[src/rtl/motor_drive_shaper_if.sv]
// Command/drive bundle between the steering logic and one motor's duty shaper.
interface motor_drive_shaper_if;
  logic signed [10:0] cmd;
  logic               cmd_vld;
  logic               en;
  logic        [9:0]  duty;
  logic               fwd;
  logic               rev;
  logic               busy;

  modport master (output cmd, cmd_vld, en, input duty, fwd, rev, busy);
  modport slave  (input cmd, cmd_vld, en, output duty, fwd, rev, busy);
endinterface

[src/rtl/motor_drive_shaper.sv]
// Slew-limits a signed drive command into duty/direction for one H-bridge,
// updating only at PWM period boundaries and braking through dead time on reversal.
module motor_drive_shaper #(
  parameter int STEP     = 32,
  parameter int DEAD_PER = 2
) (
  input logic                 clk,
  input logic                 rst_n,
  motor_drive_shaper_if.slave bus
);

  localparam logic [1:0] IDLE    = 2'd0;
  localparam logic [1:0] RUN     = 2'd1;
  localparam logic [1:0] RAMP_DN = 2'd2;
  localparam logic [1:0] DEAD    = 2'd3;

  localparam logic [9:0] STEP_V = 10'(STEP);
  localparam logic [3:0] DEAD_V = 4'(DEAD_PER);

  // -1024 has no positive counterpart in 11 bits, so clamp it to -1023.
  function automatic logic signed [10:0] sat_cmd(input logic signed [10:0] c);
    if (c == 11'sh400) return 11'sh401;
    return c;
  endfunction

  function automatic logic [9:0] slew(input logic [9:0] cur, input logic [9:0] t);
    logic [9:0] d;
    d = '0;
    if (cur < t) begin
      d = t - cur;
      return cur + ((d < STEP_V) ? d : STEP_V);
    end
    d = cur - t;
    return cur - ((d < STEP_V) ? d : STEP_V);
  endfunction

  logic        [9:0]  per_cnt;
  logic               tick;
  logic signed [10:0] tgt;
  logic signed [10:0] tgt_neg;
  logic        [9:0]  mag;
  logic               sgn;

  logic [1:0] state, state_d;
  logic [9:0] duty, duty_d;
  logic       fwd, fwd_d;
  logic       rev, rev_d;
  logic       dir, dir_d;
  logic [3:0] dead_cnt, dead_d;
  logic [9:0] duty_up, duty_dn, duty_first;

  assign tick    = (per_cnt == 10'd1023);
  assign tgt_neg = -tgt;
  assign sgn     = tgt[10];
  assign mag     = sgn ? tgt_neg[9:0] : tgt[9:0];

  // Period timer and command capture run every clock
  always_ff @(posedge clk or negedge rst_n) begin
    if (!rst_n) begin
      per_cnt <= '0;
      tgt     <= '0;
    end else begin
      per_cnt <= per_cnt + 10'd1;
      if (bus.cmd_vld) tgt <= sat_cmd(bus.cmd);
    end
  end

  always_comb begin
    state_d    = state;
    duty_d     = duty;
    fwd_d      = fwd;
    rev_d      = rev;
    dir_d      = dir;
    dead_d     = dead_cnt;
    duty_up    = slew(duty, mag);
    duty_dn    = slew(duty, 10'd0);
    duty_first = slew(10'd0, mag);
    case (state)
      IDLE: begin
        duty_d = '0;
        fwd_d  = 1'b0;
        rev_d  = 1'b0;
        if (bus.en && mag != 10'd0) begin
          state_d = RUN;
          dir_d   = sgn;
          duty_d  = duty_first;
          fwd_d   = ~sgn;
          rev_d   = sgn;
        end
      end
      RUN: begin
        fwd_d = ~dir;
        rev_d = dir;
        if (!bus.en || (mag != 10'd0 && sgn != dir)) begin
          state_d = RAMP_DN;
          duty_d  = duty_dn;
        end else begin
          duty_d = duty_up;
          if (mag == 10'd0 && duty_up == 10'd0) begin
            state_d = IDLE;
            fwd_d   = 1'b0;
            rev_d   = 1'b0;
          end
        end
      end
      RAMP_DN: begin
        duty_d = duty_dn;
        if (duty_dn == 10'd0) begin
          state_d = DEAD;
          dead_d  = DEAD_V;
          fwd_d   = 1'b0;
          rev_d   = 1'b0;
        end
      end
      DEAD: begin
        duty_d = '0;
        fwd_d  = 1'b0;
        rev_d  = 1'b0;
        dead_d = dead_cnt - 4'd1;
        if (dead_cnt == 4'd1) begin
          if (bus.en && mag != 10'd0) begin
            state_d = RUN;
            dir_d   = sgn;
            duty_d  = duty_first;
            fwd_d   = ~sgn;
            rev_d   = sgn;
          end else begin
            state_d = IDLE;
          end
        end
      end
      default: state_d = IDLE;
    endcase
  end

  // Drive state commits only on the period tick
  always_ff @(posedge clk or negedge rst_n) begin
    if (!rst_n) begin
      state    <= IDLE;
      duty     <= '0;
      fwd      <= 1'b0;
      rev      <= 1'b0;
      dir      <= 1'b0;
      dead_cnt <= '0;
    end else if (tick) begin
      state    <= state_d;
      duty     <= duty_d;
      fwd      <= fwd_d;
      rev      <= rev_d;
      dir      <= dir_d;
      dead_cnt <= dead_d;
    end
  end

  assign bus.duty = duty;
  assign bus.fwd  = fwd;
  assign bus.rev  = rev;
  assign bus.busy = (state == RAMP_DN) || (state == DEAD);

endmodule

[src/flat_wrapper.sv]
// flat-port wrapper written by rule: the top's interface ports become plain ports
module motor_drive_shaper_flat 
#(
  parameter int STEP     = 32,
  parameter int DEAD_PER = 2
)
  (clk, rst_n, bus_cmd, bus_cmd_vld, bus_en, bus_duty, bus_fwd, bus_rev, bus_busy);
  motor_drive_shaper_if bus_i ();
  input logic clk;
  input logic rst_n;
  input wire logic [$bits(bus_i.cmd)-1:0] bus_cmd;
  input wire logic [$bits(bus_i.cmd_vld)-1:0] bus_cmd_vld;
  input wire logic [$bits(bus_i.en)-1:0] bus_en;
  output wire logic [$bits(bus_i.duty)-1:0] bus_duty;
  output wire logic [$bits(bus_i.fwd)-1:0] bus_fwd;
  output wire logic [$bits(bus_i.rev)-1:0] bus_rev;
  output wire logic [$bits(bus_i.busy)-1:0] bus_busy;
  assign bus_i.cmd = bus_cmd;
  assign bus_i.cmd_vld = bus_cmd_vld;
  assign bus_i.en = bus_en;
  assign bus_duty = bus_i.duty;
  assign bus_fwd = bus_i.fwd;
  assign bus_rev = bus_i.rev;
  assign bus_busy = bus_i.busy;
  motor_drive_shaper #(.STEP(STEP), .DEAD_PER(DEAD_PER)) u_core (.clk(clk), .rst_n(rst_n), .bus(bus_i));
endmodule
[config.mk]
export PLATFORM = sky130hd
export DESIGN_NAME = motor_drive_shaper_flat
export DESIGN_NICKNAME = d
export VERILOG_FILES = /design/src/rtl/motor_drive_shaper_if.sv /design/src/rtl/motor_drive_shaper.sv /design/src/flat_wrapper.sv
export SDC_FILE = /design/constraint.sdc
export NUM_CORES = 1
export LEC_CHECK = 0
export CAP_MARGIN = 10
export CORE_AREA = 4 4 98 100
export DETAILED_ROUTE_END_ITERATION = 12
export DIE_AREA = 0 0 102 104
export PLACE_DENSITY = 0.68
export SETUP_SLACK_MARGIN = 0.3
export SYNTH_ARGS = -nofsm -noshare
export SYNTH_HDL_FRONTEND = slang
export SYNTH_SLANG_ARGS = --single-unit
[constraint.sdc]
create_clock -name clk -period 17.9 [get_ports clk]
set_clock_uncertainty 0.1 [all_clocks]
set_input_delay 2.685 -clock clk [delete_from_list [all_inputs] [get_ports clk]]
set_output_delay 2.685 -clock clk [all_outputs]
set_load 0.05 [all_outputs]
==> impl_metrics.json <==
{
  "use_met1_pct": 28.9,
  "tns_ps": 0,
  "instances_no_fill": 635,
  "coreArea_um2": 8680,
  "crit_path_frequent_cell": "ha_1",
  "final_hold_viol_count": 0,
  "cpMaxStageDelayCell": "nor3_2",
  "root_buffer": "clkbuf_8",
  "die_area_um2": 10600,
  "synth_area_leaders": "dfrtp_1 (23%), ha_1 (14%), xnor2_1 (4.1%), xor2_1 (3.9%), inv_1 (3.5%)",
  "num_rows": 34,
  "slew_headroom_pct": 39.7,
  "numPortBuffers": 27,
  "fillers": 826,
  "p_seq_share_pct": 29.6,
  "powerDensity_nw_per_um2": 72.2,
  "ios": 28,
  "syn_avg_cell_area_um2": 8.52,
  "cts_tree": "done",
  "layout.nets": 593,
  "grt_pass1_wl_um": 16900,
  "async_flop_share_pct": 100,
  "grt_pass1_vias": 3436,
  "hold_class": "flip-flop to flip-flop",
  "yosysSeqAreaShare_pct": 23.2,
  "post_drt_wl_per_cell_um": 16.1,
  "yosysWarnings": 0,
  "synth-edff-count": 0,
  "cts_max_level": 2,
  "crit_type": "flip-flop to flip-flop",
  "drcViolationCount": 0,
  "synth_top_area_share_pct": 23.2,
  "p_clk_share_pct": 17.2,
  "ant_nets": 0,
  "grt_max_degree": 41,
  "cts_sinks": 40,
  "clock_path_buffers": 2,
  "setup_viol": 0,
  "vias_per_cell": 5.78,
  "die_h_um": 104,
  "synthCells": 506,
  "swShare_pct": 43.3,
  "track_usage_pct": 19.4,
  "gr-usage-met2_pct": 29.7,
  "grt_use_met3_pct": 3.02,
  "synth_common_cells": "ha_1 (48), dfrtp_1 (40), inv_1 (40)",
  "finish.utilization_pct": 54.5,
  "routed_wl_um": 10200,
  "intPower_mw": 0.194,
  "holdBufCountCts": 0,
  "setup_slack_ps": 11130,
  "post_synth_num_cell_types": 72,
  "post_cts_buffers": 0,
  "combPwrFrac_pct": 53.2,
  "gp_congestion": 0.877,
  "busiest_layer": "met2",
  "whs_ps": 372,
  "die_w_um": 102,
  "setup.worst_path.start_class": "flip-flop",
  "min_period_ps": 6770,
  "yosysMostFrequentCell": "ha_1",
  "antenna_found_initial": 0,
  "cts_buffers": 5,
  "maxSlewViolCount": 0,
  "drt_first_pass_iters": 4,
  "clk_latency_ps": 290,
  "clkTransAtPathRegs_ps": 80,
  "leakage_nw": 2.02,
  "critPathMaxStageDelay_ps": 450,
  "vdd_drop_max_v": 0.0000512,
  "vias": 3673,
  "synth_area_leader_cell": "dfrtp_1",
  "synthToLayoutAreaGrowth_pct": 9.84,
  "outcome": "finished clean",
  "rsz0062_at_grt": "no",
  "fmax_mhz": 148,
  "worst_pin_slew_ps": 904,
  "critical_path.max_fanout": 14,
  "endpoint_kind": "flip-flop",
  "ys_dominant_reg_cell": "dfrtp_1",
  "syn-cell-area_um2": 4310,
  "place.detailed.hpwl_um": 8130,
  "critical_path_arrival_ps": 6840,
  "pre_cts_ws_ps": 11200,
  "fin_crit_sh_pct": 37.8,
  "drive_above_1_share_pct": 7.78,
  "ys_seq_elements": 40,
  "drtIter0Drc": 213,
  "cp_data_required_time_ps": 17980,
  "placedCellCount": 627,
  "initial_core_util_pct": 49.7,
  "cts_resized": 0,
  "n_antenna_cell": 0,
  "max_cap_viol_count": 0,
  "gr-total-overflow": 0,
  "switchingPower_mw": 0.148
}
==> metal layers <==
layer	wire length, um	vias to the layer above
met4	54	0
li1	-	1886
met5	0	-
met1	5040	1724
met3	384	5
met2	4730	58
==> final timing paths <==
check	start	end	slack [ps]	cells after the start
hold reg to reg	u_core.per_cnt[8]	u_core.per_cnt[8]	370	1
setup / recovery	u_core.tgt[0]	u_core.bus.rev	11130	27
min in group asynchronous	rst_n	u_core.per_cnt[4]	2420	1
max in group asynchronous	rst_n	asynchronous set/reset pin	14710	1
hold / removal	u_core.per_cnt[8]	u_core.per_cnt[8]	370	1
setup reg to reg	u_core.tgt[0]	u_core.bus.rev	11130	27
==> cells by family after synthesis <==
| family | Yosys count | share of synthesized area [%] |
|---|---|---|
| simple gates | 162 | 20.2 |
| compound gates | 137 | 22.7 |
| buf+inv | 57 | 5.23 |
| fa+ha+maj | 52 | 15.8 |
| xor+xnor | 40 | 8.30 |
| flops | 40 | 23.2 |
| mux | 17 | 4.38 |
| other cells | 1 | 0.0870 |
==> power by group through the flow <==
stage / clock network (mW) / registers [mW] / logic [mW]
6_report: 0.0587 / 0.101 / 0.182
5_1_grt: 0.0647 / 0.102 / 0.201
4_1_cts: 0.0605 / 0.101 / 0.180
3_3_place_gp: 0 / 0.103 / 0.176
2_1_floorplan: 0 / 0.103 / 0.137
3_5_place_dp: 0 / 0.103 / 0.179
==> area by class of cell <==
type	count	area (um2)	area share [%]
Inverter	41	154	3.25
Tap cell	108	135	2.85
Clock buffer	5	68.8	1.45
Timing Repair Buffer	27	265	5.60
Sequential cell	40	1000	21.1
Multi-Input combinational cell	411	3090	65.3
Clock inverter	3	18.8	0.397
==> critical path: cells and delay by family (launching register included) <==
family / cells / cell delay (ps)
DFF: 1 / 430
xor gates and xnor gates: 3 / 800
and+or+nand+nor: 5 / 1100
buffers and inverters: 2 / 210
adders and majority gates: 4 / 1230
AOI/OAI and AO/OA: 13 / 2750
==> per-stage QoR <==
step           total power, mW  area (um2)
5_1_grt                  0.368        4730
6_report                 0.342        4730
3_3_place_gp             0.279        4650
2_1_floorplan            0.240        4320
3_5_place_dp             0.282        4650
4_1_cts                  0.342        4730
==> layout by cell type (no fill, tap or decap), types with 5 or more instances in the layout <==
cell,n
nor4_1,8
ha_1,48
nand2_1,34
o22ai_1,5
clkdlybuf4s50_1,26
xnor2_1,20
nor3_1,16
a21o_1,9
clkbuf_8,5
mux2_2,11
o31ai_1,8
nand2b_1,16
a22oi_1,6
nor2b_1,6
o21a_1,7
mux2i_1,5
inv_1,40
or3_1,5
o221ai_1,5
xor2_1,19
nor2_1,30
o21ai_0,22
dfrtp_1,40
a221o_1,5
nand3_1,18
a21oi_1,24
==> registers in the layout, summed over array words and instances (netlist names), named ones only <==
register,cells
u_core.tgt,11
u_core.bus.duty,10
u_core.per_cnt,10
u_core.dead_cnt,4
u_core.bus.fwd,1
u_core.bus.rev,1
u_core.dir,1
u_core.state,1
No activity file was read; power rests on OpenSTA's default activity.
